`src/rtl/clock_hand_timer.sv`:
```
//==============================================================================
// Module   : clock_hand_timer
// Brief    : 12-hour wall-time keeper that converts live time into analog
//            hand angles (0..59) for the VGA clock overlay. The angles are
//            re-latched only on a vertical-sync assertion edge, which is
//            synchronised into the clock_50_MHz domain.
// Options  : define CLOCK_HAND_TIME_SET_EN to enable the inc_min / inc_hour
//            time-set inputs (both together clear the time to 0:00:00).
// Revision : 1.0 - initial release
//==============================================================================
`default_nettype none

module clock_hand_timer #(
  parameter int TICKS_PER_SEC = 50000000,
  parameter bit VS_ACTIVE_LOW = 1'b1
) (
  input  logic       clock_50_MHz,
  input  logic       reset_n,
  input  logic       vga_vs,
  input  logic       inc_min,
  input  logic       inc_hour,
  output logic [5:0] sec_angle,
  output logic [5:0] min_angle,
  output logic [5:0] hour_angle,
  output logic       frame_update,
  output logic       sec_tick
);

  localparam int              c_PW        = (TICKS_PER_SEC > 1) ? $clog2(TICKS_PER_SEC) : 1;
  localparam logic [c_PW-1:0] c_PRESC_MAX = c_PW'(TICKS_PER_SEC - 1);
  localparam logic            c_VS_IDLE   = VS_ACTIVE_LOW;

  // Live time registers
  logic [c_PW-1:0] r_presc;
  logic [5:0]      r_sec;
  logic [5:0]      r_min;
  logic [3:0]      r_hour;
  logic            r_sec_tick;

  // Vsync synchroniser, edge-detect flop and post-reset fill counter
  logic       r_vs_s1;
  logic       r_vs_s2;
  logic       r_vs_s3;
  logic [1:0] r_fill;

  // Latched (frame-stable) outputs
  logic [5:0] r_sec_angle;
  logic [5:0] r_min_angle;
  logic [5:0] r_hour_angle;
  logic       r_frame_update;

  // Plain prescaler / carry-chain next state
  logic            w_tick;
  logic            w_sec_wrap;
  logic            w_min_wrap;
  logic [c_PW-1:0] w_presc_nx;
  logic [5:0]      w_sec_nx;
  logic [5:0]      w_min_nx;
  logic [3:0]      w_hour_nx;

  // Final next state after time-set adjustments
  logic [c_PW-1:0] w_presc_d;
  logic [5:0]      w_sec_d;
  logic [5:0]      w_min_d;
  logic [3:0]      w_hour_d;
  logic            w_tick_d;

  logic [7:0] w_hour_angle_full;
  logic [5:0] w_hour_angle;
  logic       w_vs_assert;

  assign w_tick     = (r_presc == c_PRESC_MAX);
  assign w_sec_wrap = w_tick && (r_sec == 6'd59);
  assign w_min_wrap = w_sec_wrap && (r_min == 6'd59);

  assign w_presc_nx = w_tick ? '0 : (r_presc + c_PW'(1));
  assign w_sec_nx   = w_tick ? (w_sec_wrap ? 6'd0 : (r_sec + 6'd1)) : r_sec;
  assign w_min_nx   = w_sec_wrap ? ((r_min == 6'd59) ? 6'd0 : (r_min + 6'd1)) : r_min;
  assign w_hour_nx  = w_min_wrap ? ((r_hour == 4'd11) ? 4'd0 : (r_hour + 4'd1)) : r_hour;

`ifdef CLOCK_HAND_TIME_SET_EN
  logic [5:0] w_min_inc;
  logic [3:0] w_hour_inc;

  assign w_min_inc  = (r_min == 6'd59) ? 6'd0 : (r_min + 6'd1);
  assign w_hour_inc = (r_hour == 4'd11) ? 4'd0 : (r_hour + 4'd1);

  // Time-set overrides: inc_min restarts the minute and swallows any tick,
  // inc_hour replaces whatever hour the carry chain produced.
  always_comb begin
    w_presc_d = w_presc_nx;
    w_sec_d   = w_sec_nx;
    w_min_d   = w_min_nx;
    w_hour_d  = w_hour_nx;
    w_tick_d  = w_tick;
    if (inc_min && inc_hour) begin
      w_presc_d = '0;
      w_sec_d   = 6'd0;
      w_min_d   = 6'd0;
      w_hour_d  = 4'd0;
      w_tick_d  = 1'b0;
    end else begin
      if (inc_min) begin
        w_presc_d = '0;
        w_sec_d   = 6'd0;
        w_min_d   = w_min_inc;
        w_hour_d  = r_hour;
        w_tick_d  = 1'b0;
      end
      if (inc_hour) begin
        w_hour_d = w_hour_inc;
      end
    end
  end
`else
  // Time-set inputs exist on the port list but drive nothing in this build.
  logic w_unused_inc;
  assign w_unused_inc = inc_min ^ inc_hour;

  // Time advances from the prescaler alone.
  always_comb begin
    w_presc_d = w_presc_nx;
    w_sec_d   = w_sec_nx;
    w_min_d   = w_min_nx;
    w_hour_d  = w_hour_nx;
    w_tick_d  = w_tick;
  end
`endif

  // Hour hand moves 5 steps per hour plus one step every 12 minutes.
  assign w_hour_angle_full = ({4'd0, r_hour} * 8'd5) + ({2'd0, r_min} / 8'd12);
  assign w_hour_angle      = w_hour_angle_full[5:0];

  // An edge is only trusted once the whole sync chain holds real samples, so
  // a release during an active pulse does not look like a fresh assertion.
  assign w_vs_assert = (r_fill == 2'd3) && (r_vs_s3 == c_VS_IDLE) && (r_vs_s2 != c_VS_IDLE);

  // Live time counters and the registered seconds tick.
  always_ff @(posedge clock_50_MHz or negedge reset_n) begin
    if (!reset_n) begin
      r_presc    <= '0;
      r_sec      <= 6'd0;
      r_min      <= 6'd0;
      r_hour     <= 4'd0;
      r_sec_tick <= 1'b0;
    end else begin
      r_presc    <= w_presc_d;
      r_sec      <= w_sec_d;
      r_min      <= w_min_d;
      r_hour     <= w_hour_d;
      r_sec_tick <= w_tick_d;
    end
  end

  // Bring vsync into this domain and track how many real samples are held.
  always_ff @(posedge clock_50_MHz or negedge reset_n) begin
    if (!reset_n) begin
      r_vs_s1 <= c_VS_IDLE;
      r_vs_s2 <= c_VS_IDLE;
      r_vs_s3 <= c_VS_IDLE;
      r_fill  <= 2'd0;
    end else begin
      r_vs_s1 <= vga_vs;
      r_vs_s2 <= r_vs_s1;
      r_vs_s3 <= r_vs_s2;
      r_fill  <= (r_fill == 2'd3) ? 2'd3 : (r_fill + 2'd1);
    end
  end

  // Capture the current live time into the hand outputs on a sync assertion.
  always_ff @(posedge clock_50_MHz or negedge reset_n) begin
    if (!reset_n) begin
      r_sec_angle    <= 6'd0;
      r_min_angle    <= 6'd0;
      r_hour_angle   <= 6'd0;
      r_frame_update <= 1'b0;
    end else begin
      r_frame_update <= w_vs_assert;
      if (w_vs_assert) begin
        r_sec_angle  <= r_sec;
        r_min_angle  <= r_min;
        r_hour_angle <= w_hour_angle;
      end
    end
  end

  assign sec_angle    = r_sec_angle;
  assign min_angle    = r_min_angle;
  assign hour_angle   = r_hour_angle;
  assign frame_update = r_frame_update;
  assign sec_tick     = r_sec_tick;

endmodule

`default_nettype wire

```
`config.mk`:
```
export PLATFORM = sky130hd
export DESIGN_NAME = clock_hand_timer
export DESIGN_NICKNAME = d
export VERILOG_FILES = /design/src/rtl/clock_hand_timer.sv
export SDC_FILE = /design/constraint.sdc
export NUM_CORES = 1
export LEC_CHECK = 0
export ABC_AREA = 1
export BUFFER_PORTS_ARGS = -buffer_cell sky130_fd_sc_hd__buf_2
export CORE_ASPECT_RATIO = 0.8
export CORE_UTILIZATION = 55
export DETAILED_ROUTE_END_ITERATION = 10
export PLACE_DENSITY = 0.82
export SLEW_MARGIN = 20
export SYNTH_ARGS = -nofsm -noshare
export SYNTH_HDL_FRONTEND = slang
export SYNTH_SLANG_ARGS = --single-unit
export TNS_END_PERCENT = 100
```
`constraint.sdc`:
```
create_clock -name clock_50_MHz -period 4.7 [get_ports clock_50_MHz]
set_input_delay 0.47 -clock clock_50_MHz [delete_from_list [all_inputs] [get_ports clock_50_MHz]]
set_output_delay 0.47 -clock clock_50_MHz [all_outputs]
set_load 0.02 [all_outputs]
```
* Word level (Yosys, flattened, before mapping) *
Cells that the tools add are included.

word-level totals
  bits in registers = 67
  output and inout port bits = 20
  input bits = 5
  word-level logic and storage cells = 36

operators by class
  bitwise gates (word level) = 1
  multipliers = 1
  divide/modulo/power cells = 1
  muxes and demuxes = 5
  reduce and logical (&&, ||, !) cells = 4
  eq/ne operators = 5
  add/subtract/negate cells = 6

operators with widths
  kind                                               number
  adder 26 x 1 -> 26 bit (second input constant)     1
  equality test 26 bit (second input constant)       1
  2-to-1 mux 26 bit                                  1
  adder 6 x 1 -> 6 bit (second input constant)       2
  equality test 6 bit (second input constant)        2
  2-to-1 mux 6 bit                                   2
  divider 6 x 4 -> 8 bit (second input constant)     1
  adder 6 bit                                        1
  multiplier 4 x 3 -> 6 bit (second input constant)  1
  adder 4 x 1 -> 4 bit (second input constant)       1
  equality test 4 bit (second input constant)        1
  logical AND 1 bit                                  4
  2-to-1 mux 4 bit                                   1
  adder 2 x 1 -> 2 bit (second input constant)       1
  equality test 2 bit (second input constant)        1
  2-to-1 mux 2 bit                                   1
  NOT 1 bit                                          1

* Depth between registers and ports, before layout *
  depth in word-level cells = 3
  gate-level depth with buffers = 13
  gate-level depth less buffers = 13

* Worst setup path after synthesis *
No wires, ideal clock.

  path type = register -> register
  start = register r_min[3]
  end = register r_hour_angle[5] (netlist: hour_angle[5])
  clock period less this slack = 2.189 ns
  cell stages (with the launch flop) = 14
  slack = 2.511 ns
  arrival = 2.106 ns
  cells stage by stage = dfrtp_1 > buf_2 > nand2_1 > a21oi_1 > nand2_1 > nand3_1 > o311ai_0 > ha_1 > ha_1 > fa_1 > nand3_1 > nand2_1 > xor2_1 > o21ai_0

on the way
  cells in the longest elaborated chain, start to end = 2

RTL lines
  item                      RTL line  RTL
  start: declaration        36        logic [5:0] r_min;
  start signal: assignment  149       r_min <= w_min_d;
  divider 6 x 4 -> 8 bit    131       assign w_hour_angle_full = ({4'd0, r_hour} * 8'd5) + ({2'd0, r_min} / 8'd12);
  adder 6 bit               131
  end signal: assignment    182       r_hour_angle <= w_hour_angle;
  end: declaration          49        logic [5:0] r_hour_angle;

Every way passes these cells.
A chain may end at the register's enable or synchronous reset.

* Worst setup path in the final report *
Ends and elaborated chain as after synthesis.

==> impl_metrics.csv <==
group,metric,value,unit
outcome,outcome,"complete, no violations",
routing,drtIter0Drc,188,
worst_setup_path,timing.critical_path.to_type,"flop",
floorplan,die_w,92.8,µm
worst_setup_path,r2r-end,"hour_angle[5]",
layout,fin_nets,513,
clock_network,path_clk_slew,80,ps
clock_network,cts_post_setup_buffers_inserted,0,
routing,routedWlPerCell,12.1,µm
timing,layout_min_cycle_time,2720,ps
global_routing,tot_gr_track_use,23.2,%
layout,drive_gt1_share,10.9,%
worst_setup_path,reg2reg_from,"r_min[3]",
power,total_leakage_power,2.11,nW
clock_network,cts-hold-fix-buffers,0,
clock_network,cts.path.max_buffers,2,
yosys,total_of_warnings_raised_by_yosys,0,
yosys,synth_sequential_area_ratio,46.3,%
worst_setup_path,setup.reg_to_reg.worst_slack,1980,ps
min_path,min-delay-path-class,"input port to asynchronous set/reset pin",
routing,route.detailed.drc,0,
timing,final.period_utilization,57.8,%
timing,setup_tns_after_final_layout,0,ps
worst_setup_path,critical_path_class,"flop to flop",
worst_setup_path,crit_required,4960,ps
yosys,synth.avg_cell_area,7.82,µm²
routing,dr.pass1.iters,4,
yosys,unique_masters_post_synth,27,
timing,worst_slew_margin_rel,58.3,%
clock_network,clock_sinks,67,
timing,hold_ws,69.2,ps
timing,fmaxAchievable,0.368,GHz
global_routing,grt_max_degree,47,
routing,wl_met2,3.18,mm
clock_network,clock-root-buffer,"sky130_fd_sc_hd__clkbuf_8",
timing,worst-slew-pin-transition,618,ps
yosys,synth-seq-cells,67,
timing,rsz0062_at_grt,"false",
global_routing,number_of_global_route_vias_before_repair,2701,
worst_setup_path,worstPathMaxFanout,9,
placed_design,detailed_place_hpwl,5.17,mm
clock_network,source_to_sink_clock_delay_at_the_later_pin_of_the_worst_skew_pair,350,ps
worst_setup_path,worst_r2r_path_depth,12,
global_routing,overflow,0,
floorplan,die_y,74.7,µm
layout,synthToLayoutAreaGrowth,11.1,%
clock_network,cts_inserted_buffers,9,
power,peakVddDrop,177,µV
floorplan,core,0.00638,mm²
layout,n_antenna_cell,0,
clock_network,cts.repair.resized,0,
timing,hold_viol,0,
yosys,syn_area,0.00363,mm²
routing,routed-wl-met3,333,µm
yosys,postSynthNetCount,486,
floorplan,start_util,56.9,%
layout,multiInputGateArea,0.00167,mm²
timing,clock_skew,10.5,ps
routing,detail_route.wirelength,7.04,mm
clock_network,cts_max_level,3,
layout,highest_count_cells_in_the_layout_ignoring_fill_and_taps,"139 x sky130_fd_sc_hd__nand2_1, 67 x sky130_fd_sc_hd__nor2_1, 64 x sky130_fd_sc_hd__dfrtp_1",
routing,ant_nets,0,
layout,total_area_of_sequential_cells,0.00168,mm²
timing,setup_viol,0,
routing,route.layer.met1.wl,3.45,mm
worst_setup_path,cp-start-kind,"flop",
floorplan,rows,26,
layout,layout.filler_cells,557,
placed_design,gp_routability_congestion,0.922,
power,pwr_density_cell,282,mW/mm²
placed_design,port_buffers,22,
floorplan,num_io_pins,25,
timing,maxSlewViolCount,0,
layout,layout_commonest_cell,"sky130_fd_sc_hd__nand2_1",
run,max_cap_violations,0,
worst_setup_path,critPathLaunch,"r_min[3]",
routing,routed.top_layer,"met4",
worst_setup_path,data_arrival_time_of_the_worst_path,2980,ps
yosys,netlist_instances,464,
clock_network,tritoncts,"built",
global_routing,antenna_found_initial,0,
floorplan,fp.dieArea,0.00693,mm²
routing,drt-vias-per-instance,5.04,
routing,number_of_vias_after_detailed_routing,2925,
global_routing,grt_first_pass_wirelength,12.3,mm
## flip-flops by register name (all words and copies together), names as in the netlist
| signal | cells |
|---|---|
| r_presc | 26 |
| frame_update | 1 |
| r_sec | 6 |
| r_vs_s3 | 1 |
| sec_angle | 6 |
| r_min | 6 |
| sec_tick | 1 |
| min_angle | 6 |
| r_fill | 2 |
| r_vs_s1 | 1 |
| hour_angle | 6 |
| r_vs_s2 | 1 |
| r_hour | 4 |
## through the flow
step | cells | util (%) | area [µm²] | total power, mW | setup WS, ps
floorplan | 464 | - | 3630 | 0.595 | 2510
global placement | 564 | 59.7 | 3800 | 0.609 | 2150
detailed placement | 564 | 59.7 | 3800 | 0.610 | 2050
CTS | 580 | 63.2 | 4030 | 1.15 | 2010
global route | 580 | 63.2 | 4030 | 1.18 | 1810
finish | 580 | 63.2 | 4030 | 1.14 | 1980
## where the power goes
group | leakage, nW | switching, mW | internal, mW | total, mW
clock | 0.110 | 0.238 | 0.302 | 0.540
combinational | 1.10 | 0.0159 | 0.00202 | 0.0179
sequential | 0.900 | 0.000552 | 0.579 | 0.579
## critical path: stages, from the launching register on
cell and delay (ps):
sky130_fd_sc_hd__dfrtp_1 530, sky130_fd_sc_hd__nand2_1 120, sky130_fd_sc_hd__a21oi_1 270, sky130_fd_sc_hd__nand2_1 100, sky130_fd_sc_hd__nand3_1 70, sky130_fd_sc_hd__o311ai_0 220
sky130_fd_sc_hd__ha_1 260, sky130_fd_sc_hd__ha_1 210, sky130_fd_sc_hd__fa_1 410, sky130_fd_sc_hd__nand3_1 100, sky130_fd_sc_hd__nand2_1 60, sky130_fd_sc_hd__xor2_1 130
sky130_fd_sc_hd__o21ai_0 140
## area by class of cell
cell class | count | area share (%)
Clock buffer | 9 | 3.07
Clock inverter | 7 | 2.45
Inverter | 60 | 5.58
Multi-Input combinational cell | 329 | 41.5
Sequential cell | 67 | 41.7
Tap cell | 84 | 2.61
Timing Repair Buffer | 24 | 3.10
## worst max-delay path by stage
| stage | slack [ps] | endpoint | cells past startpoint |
|---|---|---|---|
| final | 1980 | hour_angle[5] | 12 |
| after global routing | 1810 | hour_angle[5] | 12 |
| after CTS | 2010 | hour_angle[5] | 12 |
| after detailed placement | 2050 | hour_angle[5] | 12 |
| after global placement | 2150 | hour_angle[5] | 12 |
| after floorplan | 2510 | hour_angle[5] | 13 |
## cells in the mapped netlist
| library cell | instances | area share (%) |
|---|---|---|
| sky130_fd_sc_hd__or2_2 | 2 | 0.34 |
| sky130_fd_sc_hd__buf_6 | 1 | 0.31 |
| sky130_fd_sc_hd__dfstp_2 | 3 | 2.2 |
| sky130_fd_sc_hd__and3_1 | 1 | 0.17 |
| sky130_fd_sc_hd__buf_8 | 1 | 0.41 |
| sky130_fd_sc_hd__nand4_1 | 8 | 1.4 |
| sky130_fd_sc_hd__o311ai_0 | 1 | 0.24 |
| sky130_fd_sc_hd__nor2_1 | 67 | 6.9 |
| sky130_fd_sc_hd__nor2_2 | 2 | 0.34 |
| sky130_fd_sc_hd__o21ai_1 | 5 | 0.69 |
| sky130_fd_sc_hd__clkbuf_1 | 3 | 0.31 |
| sky130_fd_sc_hd__a21oi_1 | 5 | 0.69 |
| sky130_fd_sc_hd__nor2_4 | 2 | 0.62 |
| sky130_fd_sc_hd__nand3_1 | 27 | 3.7 |
| sky130_fd_sc_hd__buf_2 | 2 | 0.28 |
| sky130_fd_sc_hd__a21boi_0 | 1 | 0.21 |
| sky130_fd_sc_hd__nand3_2 | 2 | 0.55 |
| sky130_fd_sc_hd__inv_1 | 60 | 6.2 |
| sky130_fd_sc_hd__o21ai_0 | 22 | 3.0 |
| sky130_fd_sc_hd__dfrtp_1 | 64 | 44 |
| sky130_fd_sc_hd__ha_1 | 16 | 5.5 |
| sky130_fd_sc_hd__nand2_2 | 2 | 0.34 |
| sky130_fd_sc_hd__buf_4 | 1 | 0.21 |
| sky130_fd_sc_hd__fa_1 | 1 | 0.55 |
| sky130_fd_sc_hd__nand2_1 | 139 | 14 |
| sky130_fd_sc_hd__xor2_1 | 19 | 4.6 |
| sky130_fd_sc_hd__xnor2_1 | 7 | 1.7 |
## cells by family (layout without fill, tap and decap cells)
logic type,after synthesis,count (layout),synth area share [%]
AND/OR/NAND/NOR,252,252,28.8
buffers and inverters,68,100,7.72
flip-flops,67,67,46.3
AO/OA/AOI/OAI,34,34,4.86
XOR/XNOR,26,26,6.27
adder cells (fa/ha/maj),17,17,6.07
## layer usage
metal / GRT usage (%) / vias up
met5: 0 / -
met4: 6.67 / 0
met3: 6.36 / 8
met2: 36.6 / 64
met1: 31.9 / 1360
li1: - / 1493
Note: power is estimated with default switching activity, not from simulation.
